[config.mk]
export PLATFORM = sky130hd
export DESIGN_NAME = mmio_fabric_flat
export DESIGN_NICKNAME = d
export VERILOG_FILES = /design/src/rtl/mmio_pkg.sv /design/src/rtl/mmio_if.sv /design/src/rtl/mmio_lane.sv /design/src/rtl/mmio_fabric.sv /design/src/flat_wrapper.sv
export SDC_FILE = /design/constraint.sdc
export NUM_CORES = 1
export LEC_CHECK = 0
export CAP_MARGIN = 20
export CORE_MARGIN = 8
export CORE_UTILIZATION = 29
export CTS_BUF_LIST = sky130_fd_sc_hd__clkbuf_8
export CTS_CLUSTER_DIAMETER = 80
export DETAILED_ROUTE_END_ITERATION = 16
export SLEW_MARGIN = 20
export SYNTH_ARGS = -nofsm -noshare
export SYNTH_HDL_FRONTEND = slang
export SYNTH_HIERARCHICAL = 1
export SYNTH_SLANG_ARGS = --single-unit
export TNS_END_PERCENT = 30
[constraint.sdc]
create_clock -name clk -period 2.9 [get_ports clk]
set_input_delay 0.725 -clock clk [delete_from_list [all_inputs] [get_ports clk]]
set_output_delay 0.725 -clock clk [all_outputs]
set_load 0.03 [all_outputs]
[src/rtl/mmio_pkg.sv]
// Shared definitions for the MMIO fabric: RV32 load/store funct3 codes,
// FSM state encoding and the access legality check used at decode.
package mmio_pkg;

    localparam logic [2:0] F3_B  = 3'b000;
    localparam logic [2:0] F3_H  = 3'b001;
    localparam logic [2:0] F3_W  = 3'b010;
    localparam logic [2:0] F3_BU = 3'b100;
    localparam logic [2:0] F3_HU = 3'b101;

    localparam int ERR_CNT_W = 8;

    typedef enum logic [1:0] {
        IDLE,
        WAIT,
        RESP
    } state_t;

    // Reserved funct3 codes or an address not aligned to the access size.
    function automatic logic access_illegal(
        input logic       we,
        input logic [2:0] funct3,
        input logic [1:0] addr_lo
    );
        logic f3_bad;
        logic misaligned;
        if (we) begin
            f3_bad = funct3[2] || (funct3[1:0] == 2'b11);
        end else begin
            f3_bad = (funct3[1:0] == 2'b11) || (funct3 == 3'b110);
        end
        misaligned = ((funct3[1:0] == 2'b01) && addr_lo[0]) ||
                     ((funct3[1:0] == 2'b10) && (addr_lo != 2'b00));
        return f3_bad || misaligned;
    endfunction

endpackage

[src/rtl/mmio_if.sv]
// Bus bundles for the fabric: the core-facing request/response port and the
// device-facing one-hot request port with flattened read data.
interface mmio_cpu_if;
    import mmio_pkg::*;

    logic                 cpu_req;
    logic                 cpu_we;
    logic [31:0]          cpu_addr;
    logic [31:0]          cpu_wdata;
    logic [2:0]           cpu_funct3;
    logic                 cpu_stall;
    logic                 cpu_done;
    logic [31:0]          cpu_rdata;
    logic                 cpu_err;
    logic [ERR_CNT_W-1:0] err_cnt;

    modport master (
        output cpu_req, cpu_we, cpu_addr, cpu_wdata, cpu_funct3,
        input  cpu_stall, cpu_done, cpu_rdata, cpu_err, err_cnt
    );

    modport slave (
        input  cpu_req, cpu_we, cpu_addr, cpu_wdata, cpu_funct3,
        output cpu_stall, cpu_done, cpu_rdata, cpu_err, err_cnt
    );
endinterface

interface mmio_dev_if #(
    parameter int NUM_DEV = 4,
    parameter int OFS_W   = 8
);
    logic [NUM_DEV-1:0]    dev_req;
    logic                  dev_we;
    logic [OFS_W-1:0]      dev_addr;
    logic [31:0]           dev_wdata;
    logic [3:0]            dev_be;
    logic [NUM_DEV-1:0]    dev_ready;
    logic [NUM_DEV*32-1:0] dev_rdata;

    modport master (
        output dev_req, dev_we, dev_addr, dev_wdata, dev_be,
        input  dev_ready, dev_rdata
    );

    modport slave (
        input  dev_req, dev_we, dev_addr, dev_wdata, dev_be,
        output dev_ready, dev_rdata
    );
endinterface

[src/rtl/mmio_lane.sv]
// RV32 byte-lane handling: store byte enables and lane replication, and load
// byte/halfword extraction with sign or zero extension.
module mmio_lane
    import mmio_pkg::*;
(
    input  logic        we,
    input  logic [2:0]  funct3,
    input  logic [1:0]  addr_lo,
    input  logic [31:0] wdata,
    input  logic [31:0] rdata,
    output logic [3:0]  be,
    output logic [31:0] wdata_rep,
    output logic [31:0] rdata_ext
);

    logic [7:0]  byte_sel;
    logic [15:0] half_sel;

    always_comb begin
        be        = 4'b1111;
        wdata_rep = wdata;
        case (funct3[1:0])
            2'b00: begin
                wdata_rep = {4{wdata[7:0]}};
                if (we) begin
                    be = 4'b0001 << addr_lo;
                end
            end
            2'b01: begin
                wdata_rep = {2{wdata[15:0]}};
                if (we) begin
                    be = addr_lo[1] ? 4'b1100 : 4'b0011;
                end
            end
            default: ;
        endcase
    end

    always_comb begin
        byte_sel = rdata[7:0];
        half_sel = addr_lo[1] ? rdata[31:16] : rdata[15:0];
        case (addr_lo)
            2'd1:    byte_sel = rdata[15:8];
            2'd2:    byte_sel = rdata[23:16];
            2'd3:    byte_sel = rdata[31:24];
            default: ;
        endcase
    end

    always_comb begin
        rdata_ext = rdata;
        case (funct3)
            F3_B:    rdata_ext = {{24{byte_sel[7]}}, byte_sel};
            F3_BU:   rdata_ext = {24'b0, byte_sel};
            F3_H:    rdata_ext = {{16{half_sel[15]}}, half_sel};
            F3_HU:   rdata_ext = {16'b0, half_sel};
            default: ;
        endcase
    end

endmodule

[src/rtl/mmio_fabric.sv]
// MMIO fabric between the RV32 core and NUM_DEV peripherals: address decode,
// wait-state handshake with timeout, lane handling and a saturating error count.
module mmio_fabric
    import mmio_pkg::*;
#(
    parameter int NUM_DEV = 4,
    parameter int DATA_W  = 32,
    parameter int SEL_LSB = 8,
    parameter int SEL_W   = 4,
    parameter int OFS_W   = 8,
    parameter int TIMEOUT = 15
) (
    input  logic       clk,
    input  logic       rst,
    mmio_cpu_if.slave  cpu,
    mmio_dev_if.master dev
);

    localparam logic [7:0] TMO_LAST = 8'(TIMEOUT - 1);

    state_t               state_reg, state_next;
    logic                 we_reg;
    logic [2:0]           f3_reg;
    logic [1:0]           lo_reg;
    logic [OFS_W-3:0]     ofs_reg;
    logic [SEL_W-1:0]     idx_reg;
    logic [DATA_W-1:0]    wdata_reg;
    logic [7:0]           tmo_reg, tmo_next;
    logic                 done_reg, done_next;
    logic                 err_reg, err_next;
    logic [DATA_W-1:0]    rdata_reg;
    logic [ERR_CNT_W-1:0] err_cnt_reg;

    logic                 latch_en;
    logic                 rdata_load;
    logic                 req_bad;
    logic [SEL_W-1:0]     cpu_idx;
    logic [NUM_DEV-1:0]   req_vec;
    logic                 sel_ready;
    logic [DATA_W-1:0]    sel_rdata;
    logic [DATA_W-1:0]    ld_data;
    logic [DATA_W-1:0]    st_data;
    logic [3:0]           st_be;
    logic                 unused_addr;

    // Upper address bits above the select field are not decoded.
    assign unused_addr = ^cpu.cpu_addr;

    assign cpu_idx = cpu.cpu_addr[SEL_LSB +: SEL_W];
    assign req_bad = (int'(cpu_idx) >= NUM_DEV) ||
                     access_illegal(cpu.cpu_we, cpu.cpu_funct3, cpu.cpu_addr[1:0]);

    for (genvar gi = 0; gi < NUM_DEV; gi++) begin : g_dev
        assign req_vec[gi] = (state_reg == WAIT) && (idx_reg == SEL_W'(gi));
    end

    // Only the selected device can complete the access; other readies are masked.
    assign sel_ready = |(req_vec & dev.dev_ready);

    always_comb begin
        sel_rdata = '0;
        for (int i = 0; i < NUM_DEV; i++) begin
            if (req_vec[i]) begin
                sel_rdata = sel_rdata | dev.dev_rdata[DATA_W*i +: DATA_W];
            end
        end
    end

    mmio_lane u_lane (
        .we        (we_reg),
        .funct3    (f3_reg),
        .addr_lo   (lo_reg),
        .wdata     (wdata_reg),
        .rdata     (sel_rdata),
        .be        (st_be),
        .wdata_rep (st_data),
        .rdata_ext (ld_data)
    );

    always_comb begin
        state_next = state_reg;
        tmo_next   = tmo_reg;
        latch_en   = 1'b0;
        done_next  = 1'b0;
        err_next   = 1'b0;
        rdata_load = 1'b0;
        unique case (state_reg)
            IDLE: begin
                if (cpu.cpu_req) begin
                    latch_en   = 1'b1;
                    tmo_next   = '0;
                    state_next = req_bad ? RESP : WAIT;
                    done_next  = req_bad;
                    err_next   = req_bad;
                end
            end
            WAIT: begin
                if (sel_ready) begin
                    state_next = RESP;
                    done_next  = 1'b1;
                    rdata_load = 1'b1;
                end else if (tmo_reg == TMO_LAST) begin
                    state_next = RESP;
                    done_next  = 1'b1;
                    err_next   = 1'b1;
                end else begin
                    tmo_next = tmo_reg + 8'd1;
                end
            end
            RESP: begin
                state_next = IDLE;
            end
            default: begin
                state_next = IDLE;
            end
        endcase
    end

    always_ff @(posedge clk) begin
        if (rst) begin
            state_reg   <= IDLE;
            we_reg      <= 1'b0;
            f3_reg      <= '0;
            lo_reg      <= '0;
            ofs_reg     <= '0;
            idx_reg     <= '0;
            wdata_reg   <= '0;
            tmo_reg     <= '0;
            done_reg    <= 1'b0;
            err_reg     <= 1'b0;
            rdata_reg   <= '0;
            err_cnt_reg <= '0;
        end else begin
            state_reg <= state_next;
            tmo_reg   <= tmo_next;
            done_reg  <= done_next;
            err_reg   <= err_next;
            if (latch_en) begin
                we_reg    <= cpu.cpu_we;
                f3_reg    <= cpu.cpu_funct3;
                lo_reg    <= cpu.cpu_addr[1:0];
                ofs_reg   <= cpu.cpu_addr[OFS_W-1:2];
                idx_reg   <= cpu_idx;
                wdata_reg <= cpu.cpu_wdata;
            end
            // Failed accesses return zero so stale data never reaches the core.
            if (done_next) begin
                rdata_reg <= rdata_load ? ld_data : '0;
            end
            if (done_next && err_next && (err_cnt_reg != '1)) begin
                err_cnt_reg <= err_cnt_reg + 1'b1;
            end
        end
    end

    assign dev.dev_req   = req_vec;
    assign dev.dev_we    = (state_reg == WAIT) && we_reg;
    assign dev.dev_addr  = {ofs_reg, 2'b00};
    assign dev.dev_wdata = st_data;
    assign dev.dev_be    = (state_reg == WAIT) ? st_be : 4'b0000;

    assign cpu.cpu_stall = cpu.cpu_req && !done_reg;
    assign cpu.cpu_done  = done_reg;
    assign cpu.cpu_err   = err_reg;
    assign cpu.cpu_rdata = rdata_reg;
    assign cpu.err_cnt   = err_cnt_reg;

endmodule

[src/flat_wrapper.sv]
// flat-port wrapper written by rule: the top's interface ports become plain ports
module mmio_fabric_flat import mmio_pkg::*;
#(
    parameter int NUM_DEV = 4,
    parameter int DATA_W  = 32,
    parameter int SEL_LSB = 8,
    parameter int SEL_W   = 4,
    parameter int OFS_W   = 8,
    parameter int TIMEOUT = 15
)
  (clk, rst, cpu_cpu_req, cpu_cpu_we, cpu_cpu_addr, cpu_cpu_wdata, cpu_cpu_funct3, cpu_cpu_stall, cpu_cpu_done, cpu_cpu_rdata, cpu_cpu_err, cpu_err_cnt, dev_dev_req, dev_dev_we, dev_dev_addr, dev_dev_wdata, dev_dev_be, dev_dev_ready, dev_dev_rdata);
  mmio_cpu_if cpu_i ();
  mmio_dev_if #(.NUM_DEV(NUM_DEV), .OFS_W(OFS_W)) dev_i ();
  input  logic clk;
  input  logic rst;
  input wire logic [$bits(cpu_i.cpu_req)-1:0] cpu_cpu_req;
  input wire logic [$bits(cpu_i.cpu_we)-1:0] cpu_cpu_we;
  input wire logic [$bits(cpu_i.cpu_addr)-1:0] cpu_cpu_addr;
  input wire logic [$bits(cpu_i.cpu_wdata)-1:0] cpu_cpu_wdata;
  input wire logic [$bits(cpu_i.cpu_funct3)-1:0] cpu_cpu_funct3;
  output wire logic [$bits(cpu_i.cpu_stall)-1:0] cpu_cpu_stall;
  output wire logic [$bits(cpu_i.cpu_done)-1:0] cpu_cpu_done;
  output wire logic [$bits(cpu_i.cpu_rdata)-1:0] cpu_cpu_rdata;
  output wire logic [$bits(cpu_i.cpu_err)-1:0] cpu_cpu_err;
  output wire logic [$bits(cpu_i.err_cnt)-1:0] cpu_err_cnt;
  output wire logic [$bits(dev_i.dev_req)-1:0] dev_dev_req;
  output wire logic [$bits(dev_i.dev_we)-1:0] dev_dev_we;
  output wire logic [$bits(dev_i.dev_addr)-1:0] dev_dev_addr;
  output wire logic [$bits(dev_i.dev_wdata)-1:0] dev_dev_wdata;
  output wire logic [$bits(dev_i.dev_be)-1:0] dev_dev_be;
  input wire logic [$bits(dev_i.dev_ready)-1:0] dev_dev_ready;
  input wire logic [$bits(dev_i.dev_rdata)-1:0] dev_dev_rdata;
  assign cpu_i.cpu_req = cpu_cpu_req;
  assign cpu_i.cpu_we = cpu_cpu_we;
  assign cpu_i.cpu_addr = cpu_cpu_addr;
  assign cpu_i.cpu_wdata = cpu_cpu_wdata;
  assign cpu_i.cpu_funct3 = cpu_cpu_funct3;
  assign cpu_cpu_stall = cpu_i.cpu_stall;
  assign cpu_cpu_done = cpu_i.cpu_done;
  assign cpu_cpu_rdata = cpu_i.cpu_rdata;
  assign cpu_cpu_err = cpu_i.cpu_err;
  assign cpu_err_cnt = cpu_i.err_cnt;
  assign dev_dev_req = dev_i.dev_req;
  assign dev_dev_we = dev_i.dev_we;
  assign dev_dev_addr = dev_i.dev_addr;
  assign dev_dev_wdata = dev_i.dev_wdata;
  assign dev_dev_be = dev_i.dev_be;
  assign dev_i.dev_ready = dev_dev_ready;
  assign dev_i.dev_rdata = dev_dev_rdata;
  mmio_fabric #(.NUM_DEV(NUM_DEV), .DATA_W(DATA_W), .SEL_LSB(SEL_LSB), .SEL_W(SEL_W), .OFS_W(OFS_W), .TIMEOUT(TIMEOUT)) u_core (.clk(clk), .rst(rst), .cpu(cpu_i), .dev(dev_i));
endmodule
Yosys cells after proc, flatten, opt, wreduce, memory -nomap -nowiden
Index checks and enable logic that the tools add are counted.
{ "totals": {"mem_count": 0, "mem_bits_ro": 0, "wordCells": 100, "mem_bits_rw": 0, "ff_bits": 100, "output_inout_bits": 92, "latchBits": 0, "in_bits": 203} }
{ "op_classes": {"order_cmp": 1, "multipliers": 0, "n_shift": 1, "n_div": 0, "n_mux": 34, "n_eq_ne": 21, "bitwise_logic": 4, "reduce_logical": 25, "addsub": 2} }
{ "ops": {"columns": ["op", "count"], "rows": [
  ["32-bit two-way mux", 5],
  ["32-bit one-hot mux with 4 select lines", 1],
  ["32-bit OR", 3],
  ["32-bit one-hot mux with 2 select lines", 1],
  ["8-bit two-way mux", 3],
  ["8-bit one-hot mux with 3 select lines", 1],
  ["8-bit by 1-bit adder with 8-bit output, second input constant", 2],
  ["16-bit two-way mux", 1],
  ["4-bit two-way mux", 4],
  ["8-bit one-hot mux with 2 select lines", 1],
  ["1-bit logical AND", 10],
  ["3-bit equality test, second input constant", 3],
  ["1-bit two-way mux", 9],
  ["2-bit by 1-bit equality test with 1-bit output, second input constant", 4],
  ["2-bit equality test, second input constant", 4],
  ["4-bit by 2-bit equality test with 1-bit output, second input constant", 2],
  ["8-bit by 4-bit equality test with 1-bit output, second input constant", 1],
  ["2-bit two-way mux", 4],
  ["8-bit inequality test, second input constant", 1],
  ["4-bit one-hot mux with 2 select lines", 1],
  ["2-bit inequality test, second input constant", 3],
  ["1-bit logical OR", 5],
  ["4-bit AND", 1],
  ["4-bit by 1-bit equality test with 1-bit output, second input constant", 1],
  ["14 further kinds", 17]
]} }

Logic depth before layout (Yosys ltp)
Gate-level depths: netlist of run 1.
{ "depth": {"depth_word": 12, "mapped_depth": 11, "mapped_depth_nobuf": 8} }

Modules after synthesis
The synthesis of run 1 kept the hierarchy.
{ "modules_own_cells": {"columns": ["module", "cells_each", "area_each_um2", "instances"], "rows": [
  ["mmio_fabric", 496, 4475.5, 1],
  ["mmio_lane", 181, 1357.6, 1]
]} }

Least setup slack after synthesis of run 1
Ideal clock, no wire load.
{ "synth_timing": {"kind": "reg-to-reg", "from": "register u_core.state_reg[0]", "to": "register u_core.rdata_reg[7], in the netlist u_core/cpu.cpu_rdata[7]", "setup_ns": 0.117, "t_required_ns": 2.783, "arrival_time_ns": 2.557, "path_buffers": 3, "setup_slack_ns": 0.226, "path_stages_with_launch": 12, "cell_sequence": "dfxtp_1 nor4b_2 and3b_2 clkbuf_2 buf_2 a22o_1 a221o_1 mux2_4 a22oi_4 buf_6 o211ai_2 a22o_1"} }
{ "synth_between": {"word_cells_on_any_way": 23, "classes_between": "eq/ne (1); mux (12); bitwise (4); reduce/logical (6)"} }
{ "synth_lines": {"columns": ["item", "line_no", "source"], "rows": [
  ["start, declared", "mmio_fabric.sv:21", "state_t state_reg, state_next;"],
  ["start signal, assigned", "mmio_fabric.sv:134", "state_reg <= state_next;"],
  ["2-bit by 1-bit equality test with 1-bit output (*)", "mmio_fabric.sv:54", "assign req_vec[gi] = (state_reg == WAIT) && (idx_reg == SEL_W'(gi));"],
  ["1-bit logical AND (*)", "mmio_fabric.sv:54", null],
  ["net dev_dev_req[2]", "flat_wrapper.sv:26", "output wire logic [$bits(dev_i.dev_req)-1:0] dev_dev_req;"],
  ["32-bit two-way mux (*)", "mmio_fabric.sv:63", "if (req_vec[i]) begin"],
  ["32-bit OR", "mmio_fabric.sv:64", "sel_rdata = sel_rdata | dev.dev_rdata[DATA_W*i +: DATA_W];"],
  ["32-bit two-way mux (*)", "mmio_fabric.sv:63", null],
  ["net u_core.sel_rdata[23]", "mmio_fabric.sv:40", "logic [DATA_W-1:0] sel_rdata;"],
  ["8-bit one-hot mux with 3 select lines or 16-bit two-way mux (tied branches)", "mmio_lane.sv:42, mmio_lane.sv:41", null],
  ["32-bit one-hot mux with 4 select lines (*)", "mmio_lane.sv:52", "case (funct3)"],
  ["net u_core.ld_data[7]", "mmio_fabric.sv:41", "logic [DATA_W-1:0] ld_data;"],
  ["32-bit two-way mux (*)", "mmio_fabric.sv:148", "rdata_reg <= rdata_load ? ld_data : '0;"],
  ["end signal, assigned", "mmio_fabric.sv:148", null],
  ["end, declared", "mmio_fabric.sv:31", "logic [DATA_W-1:0] rdata_reg;"]
]} }
Mark *: on every way through the listed nets, which the timed path passes. The rest lies on a longest branch.
A chain may end at the register's enable or synchronous reset.

Worst setup path in the final report of run 1
{ "layout_timing": {"from": "register u_core.state_reg[1]", "to": "register u_core.rdata_reg[4], in the netlist u_core/cpu.cpu_rdata[4]"} }
{ "layout_between": {"elab_chain_len": 12, "word_cells_on_any_way": 23, "classes_between": "eq/ne (1); mux (12); bitwise (4); reduce/logical (6)"} }
{ "layout_lines": {"columns": ["item", "line_no", "source"], "rows": [
  ["2-bit by 1-bit equality test with 1-bit output (*)", "mmio_fabric.sv:54", null],
  ["1-bit logical AND", "mmio_fabric.sv:54", null],
  ["32-bit two-way mux", "mmio_fabric.sv:63", null],
  ["32-bit OR", "mmio_fabric.sv:64", null],
  ["32-bit two-way mux", "mmio_fabric.sv:63", null],
  ["32-bit OR", "mmio_fabric.sv:64", null],
  ["32-bit two-way mux", "mmio_fabric.sv:63", null],
  ["32-bit OR", "mmio_fabric.sv:64", null],
  ["32-bit two-way mux (*)", "mmio_fabric.sv:63", null],
  ["net u_core.sel_rdata[12]", "mmio_fabric.sv:40", null],
  ["8-bit one-hot mux with 3 select lines (*)", "mmio_lane.sv:42", "case (addr_lo)"],
  ["32-bit one-hot mux with 4 select lines (*)", "mmio_lane.sv:52", null],
  ["net u_core.ld_data[4]", "mmio_fabric.sv:41", null],
  ["32-bit two-way mux (*)", "mmio_fabric.sv:148", null]
]} }
Marks and branches as above.

==> results.yml, run 1 <==
status:
  outcome: "completed"
clock_tree:
  cts_tree: "built"
  cts_root_buf: "clkbuf_8"
  clkSlewWorstSetupHoldPaths_ns: 0.11
  numCtsBuffers: 9
  clock_path_buffers: 2
  hold_buffers: 0
  clk_latency_ns: 0.39
  cts.htree.levels: 3
  cts.sinks: 100
critical_path:
  max_stage_delay_ns: 0.43
  crit_type: "flip-flop to flip-flop"
  start_kind: "flip-flop"
  crit_path_end_kind: "flip-flop"
  crit_arrival_ns: 3.02
  path_max_fanout: 14
  path_cells: "nor4b_2, buf_4, nor3b_4, buf_12, buf_12, buf_4, a22o_1, a221o_1, mux2_2, a32oi_1, o22ai_1, a22o_1"
  cpMaxStageDelayCell: "dfxtp_1"
  cp.required_ns: 3.18
placed_design:
  io_buffer_count: 272
  place_hpwl_um: 17800
  pre_cts_slack_ns: 0.0990
  routabilityCongestion: 0.818
layout:
  final_common_cell: "clkdlybuf4s50_1"
  drive_gt1_share_pct: 15.1
  syn_to_final_growth_pct: 56.4
  post-route-util_pct: 45.7
  num-fill-cells: 2002
  regArea_sq_um: 2010
  multi_input_area_sq_um: 3410
  nets: 1136
  antennaDiodeCount: 0
  layout_common_cells: "251 x clkdlybuf4s50_1, 124 x nand2_1, 98 x dfxtp_1, 81 x a21oi_1, 64 x a22o_1"
timing:
  finalCritPeriodShare_pct: 94.6
  setup_violations: 0
  finalSetupTns_ns: 0
  final_max_slew_viol_count: 0
  post-route-min-period_ns: 2.74
  setup_slack_ns: 0.157
  fmax_mhz: 365
  hold_slack_ns: 0.459
  final_hold_viol_count: 0
  maxSlewHeadroom_pct: 57.1
  tightest_slew_ns: 0.642
  rsz0062_at_grt: "no"
  skew_ns: 0.0112
floorplan:
  io_pins: 295
  start_util_pct: 29.2
  core_area_sq_um: 20000
  die_y_um: 158
  die-area_sq_um: 24900
  die-width_um: 158
  rows: 52
detailed_routing:
  viasPerCell: 5.06
  drtIter0Drc: 297
  ant_nets: 0
  firstDrtPassIters: 5
  drc: 0
  drt-total-wl_um: 23200
  vias: 6094
  wl_per_cell_um: 19.3
yosys:
  async_flop_share_pct: 0
  yosys_warnings: 6
  synth_edf_count: 0
  ys_seq_area_share_pct: 34.3
  synth_flop_cell: "dfxtp_1"
  synth.avg_cell_area_sq_um: 8.62
  synth_seq_cells: 100
  synthesis.area_sq_um: 5830
  synthCells: 677
  ys_types: 63
power:
  p_leak_nw: 3.37
  power_mw: 3.17
  p_per_area_nw_per_um2: 347
  ir_worst_vdd_mv: 0.269
global_routing:
  grt_pass1_wl_um: 35000
  overflow: 0
  grt_max_degree: 51
  antenna_found_initial: 0
  grt_pass1_vias: 6154
  grt_use_total_pct: 18.1
min_path:
  hp-class: "flip-flop to flip-flop"
run:
  drv_cap: 0
-- where the power goes --
group          internal (mW)  switching [mW]  leakage [nW]  total, mW
Combinational          0.418           0.371          2.45      0.789
Clock                  0.355           0.558         0.101      0.913
Sequential              1.42          0.0471         0.815       1.47
-- final timing paths --
kind / start / end / slack [ns] / cells after the start
setup reg to reg: u_core/state_reg[1]$_SDFFE_PP0P_ / u_core/cpu.cpu_rdata[4]$_SDFFE_PP0P_ / 0.16 / 12
hold / removal: u_core/wdata_reg[25]$_SDFFE_PP0P_ / u_core/wdata_reg[25]$_SDFFE_PP0P_ / 0.46 / 2
hold reg to reg: u_core/wdata_reg[25]$_SDFFE_PP0P_ / u_core/wdata_reg[25]$_SDFFE_PP0P_ / 0.46 / 2
setup / recovery: u_core/state_reg[1]$_SDFFE_PP0P_ / u_core/cpu.cpu_rdata[4]$_SDFFE_PP0P_ / 0.16 / 12
-- logic make-up (layout without fill, tap and decap cells) --
group	Yosys count	in the layout	synth area share, %
AO/OA/AOI/OAI	247	247	32.2
XOR/XNOR	6	6	0.901
adder cells (fa/ha/maj)	3	3	0.644
buffers and inverters	80	337	7.46
flip-flops	100	100	34.3
multiplexers	40	40	8.09
other	1	2	0.0643
AND/OR/NAND/NOR	200	200	16.3
-- final cells by class --
class,instances,share of cell area (%)
Inverter,10,0.411
Clock inverter,6,0.590
Multi-Input combinational cell,498,37.4
Timing Repair Buffer,311,34.4
Sequential cell,100,22.0
Clock buffer,10,1.51
Tap cell,270,3.70
-- repair_timing --
item | 4_1_cts | 5_1_grt
resized for setup | 3 | 0
setup buffers | 0 | 0
setup endpoints to repair | 13 | 0
-- critical path, delay by kind of cell, from the launching register on --
kind,cells,cell delay [ns]
mux,1,0.28
simple gates,2,0.23
compound gates,5,1.07
buf+inv,4,0.60
flops,1,0.43
-- routing by layer --
metal | global-route usage, % | share of wire, % | vias up
li1 | - | - | 3003
met1 | 21.2 | 40 | 2866
met2 | 30.5 | 49 | 197
met3 | 5.95 | 8.2 | 28
met4 | 6.12 | 2.3 | 0
met5 | 0 | 0 | -
-- metrics by stage --
| stage | cells | cell area [sq um] |
|---|---|---|
| after CTS | 1205 | 9130 |
| after floorplan | 678 | 5840 |
| final | 1205 | 9130 |
| after detailed placement | 1189 | 8930 |
| after global placement | 1189 | 8930 |
| after global routing | 1205 | 9130 |
-- cells in the mapped netlist (all sizes together), types with 3 or more instances --
master / count / share of area, %
a221o: 32 / 5.5
buf: 39 / 4.8
a211oi: 5 / 0.86
o21ai: 14 / 1.3
o22ai: 6 / 0.64
inv: 9 / 0.58
a21oi: 93 / 9.0
nand4: 4 / 0.43
a22oi: 10 / 1.5
and2: 8 / 0.86
a32oi: 6 / 0.90
a22o: 64 / 9.6
xnor2: 6 / 0.90
o221ai: 8 / 1.2
clkbuf: 31 / 2.0
or4: 3 / 0.39
and3: 3 / 0.34
ha: 3 / 0.64
mux2i: 10 / 1.7
mux2: 28 / 5.5
nand2b: 3 / 0.32
nor3b: 6 / 1.2
o31ai: 3 / 0.39
nor3: 6 / 0.51
nand2: 127 / 8.3
nor2: 20 / 1.5
dfxtp: 100 / 34
nor2b: 8 / 0.86
nand3: 4 / 0.34
(Power assumes the default switching activity.)
==> inputs of run 2 (changes only) <==
--- a/config.mk
+++ b/config.mk
@@ -7,13 +7,13 @@
 export LEC_CHECK = 0
 export CAP_MARGIN = 20
 export CORE_MARGIN = 8
-export CORE_UTILIZATION = 29
+export CORE_UTILIZATION = 30
 export CTS_BUF_LIST = sky130_fd_sc_hd__clkbuf_8
 export CTS_CLUSTER_DIAMETER = 80
 export DETAILED_ROUTE_END_ITERATION = 16
+export PLACE_DENSITY = 0.66
 export SLEW_MARGIN = 20
 export SYNTH_ARGS = -nofsm -noshare
 export SYNTH_HDL_FRONTEND = slang
-export SYNTH_HIERARCHICAL = 1
 export SYNTH_SLANG_ARGS = --single-unit
 export TNS_END_PERCENT = 30
==> run 2 against run 1 <==
Net effect: clock power increased by 9.3%; final cell count decreased by 2.5%; sequential cell count unchanged; hold slack got worse by 0.0032 ns; synthesized area decreased by 3.6%; sequential power about the same; critical path type is now flip-flop to output pin; largest power group unchanged.
==> results.yml, run 2 <==
critical_path:
  crit_type: "flip-flop to output pin"
  cp_common_cell: "buf_4"
  start_kind: "flip-flop"
  cp_top_family: "simple AND/OR/NAND/NOR gates"
  crit_arrival_ns: 2.05
  cp.required_ns: 2.17
  path_max_fanout: 14
  worstReg2RegStart: "u_core.state_reg[1]$_SDFFE_PP0P_"
  crit_start: "u_core.state_reg[1]$_SDFFE_PP0P_"
  path_cells: "nor4_1, and2_0, buf_4, buf_4"
  max_stage_delay_ns: 0.58
  cpMaxStageDelayCell: "nor4_1"
  crit_path_end_kind: "output pin"
  cp.buffers_inverters: 2
floorplan:
  die-width_um: 153
  rows: 50
  die_y_um: 153
  core_area_sq_um: 18600
  start_util_pct: 30.3
  die-area_sq_um: 23400
  io_pins: 295
yosys:
  ys_types: 57
  async_flop_share_pct: 0
  synthesis.area_sq_um: 5620
  synth.top_cell.area_share_pct: 35.6
  yosys.cell_count.top_type: "nand2_1"
  ys_seq_area_share_pct: 35.6
  synth_flop_cell: "dfxtp_1"
  synth_seq_cells: 100
  synth_area_leaders: "dfxtp_1 36%, nand2_1 11%, mux4_2 7.6%, a21oi_1 7.3%, mux2_2 4.8%"
  synthCells: 686
  yosys.area.top_type: "dfxtp_1"
  yosys_warnings: 0
  synth_common_cells: "165 x nand2_1, 100 x dfxtp_1, 82 x a21oi_1"
  synth_edf_count: 0
  synth.avg_cell_area_sq_um: 8.20
placed_design:
  place_hpwl_um: 17700
  pre_cts_slack_ns: -0.0960
  routabilityCongestion: 0.884
  io_buffer_count: 272
  dpl-instance-area_sq_um: 8610
clock_tree:
  cts.htree.levels: 3
  cts_setup_buffers: 0
  numCtsBuffers: 9
  cts.sinks: 100
  cts_root_buf: "clkbuf_8"
  clk_latency_ns: 0.39
  cts_tree: "built"
  clkSlewWorstSetupHoldPaths_ns: 0.09
  clock_path_buffers: 2
detailed_routing:
  firstDrtPassIters: 5
  drc: 0
  ant_nets: 0
  drt-total-wl_um: 22200
  drtIter0Drc: 327
  vias: 5894
  wl_per_cell_um: 18.9
  viasPerCell: 5.02
global_routing:
  antenna_found_initial: 0
  grt_pass1_vias: 5982
  grt_use_total_pct: 18.6
  grt_max_degree: 50
  overflow: 0
  grt_pass1_wl_um: 34400
timing:
  finalCritPeriodShare_pct: 95.7
  maxSlewHeadroom_pct: 53.0
  post-route-min-period_ns: 2.78
  fmax_mhz: 360
  skew_ns: 0.0117
  hold_slack_ns: 0.456
  setup_slack_ns: 0.125
  final_hold_viol_count: 0
  rsz0062_at_grt: "no"
  tightest_slew_ns: 0.704
  setup_violations: 0
  final_max_slew_viol_count: 0
min_path:
  worstHoldStart: "u_core.ofs_reg[0]$_SDFFE_PP0P_"
  hp-class: "flip-flop to flip-flop"
power:
  p_leak_nw: 3.28
  power_mw: 3.37
  ir_worst_vdd_mv: 0.317
  p_per_area_nw_per_um2: 383
layout:
  syn_to_final_growth_pct: 56.9
  num-fill-cells: 1855
  multi_input_area_sq_um: 3320
  stdcell_area_sq_um: 8820
  final_common_cell: "clkdlybuf4s50_1"
  nets: 1144
  antennaDiodeCount: 0
  drive_gt1_share_pct: 13.4
  layout_common_cells: "249 x clkdlybuf4s50_1, 165 x nand2_1, 98 x dfxtp_1, 82 x a21oi_1, 48 x buf_4"
  post-route-util_pct: 47.5
  regArea_sq_um: 2000
run:
  drv_cap: 0
status:
  outcome: "completed"
==> run 2: final cells by class <==
cell class                      count  area share [%]
Sequential cell                   100            22.7
Tap cell                          234            3.32
Clock inverter                      4           0.851
Timing Repair Buffer              304            33.8
Multi-Input combinational cell    518            37.6
Clock buffer                       10            1.56
Inverter                            5           0.213
==> run 2: through the flow <==
step	cells	TNS (ns)
final	1175	0
after global routing	1175	0
after detailed placement	1161	-0.340
after global placement	1161	-0.224
after CTS	1175	0
after floorplan	687	0
==> run 2: worst paths after layout <==
kind	endpoint	slack [ns]	depth (start not counted)
worst max-delay path	dev_dev_req[0]	0.12	4
worst max register to register	u_core.cpu.cpu_rdata[9]$_SDFFE_PP0P_	0.45	8
worst min-delay path	u_core.ofs_reg[0]$_SDFFE_PP0P_	0.46	2
worst min register to register	u_core.ofs_reg[0]$_SDFFE_PP0P_	0.46	2
==> run 2: where the power goes <==
group	total (mW)	internal [mW]	leakage (nW)	switching [mW]
registers	1.47	1.42	0.815	0.0499
clock network	0.998	0.500	0.100	0.498
logic	0.904	0.476	2.36	0.428
total	3.37	2.40	3.28	0.976
==> run 2: logic make-up (layout without fill, tap and decap cells) <==
kind of cell               Yosys count  count (layout)  share of synthesized area, %
and+or+nand+nor                    265             265                          21.7
adders and majority gates            3               3                         0.667
muxes                               61              61                          15.6
AOI/OAI and AO/OA                  177             177                          19.1
DFF                                100             100                          35.6
xor gates and xnor gates            10              10                          1.56
other                                1               2                        0.0667
buffers and inverters               69             323                          5.67
==> run 2: tightest hold or removal path, cell delays in order (launching register included) <==
cell	delay, ns
dfxtp_1	0.32
nand2_1	0.05
a21oi_1	0.05
==> run 2: layer usage <==
layer	vias to the layer above	track usage [%]	routed length, um
li1	2917	-	-
met1	2682	20.6	8740
met5	-	0	0
met3	24	7.41	2220
met4	0	6.31	499
met2	271	31.8	10700
==> run 2: repair_timing <==
item / in CTS / in global routing
gates resized for setup: 1 / 0
hold buffers: 0 / 0
endpoints found under the hold margin: 0 / 0
endpoints found under the setup margin: 3 / 0
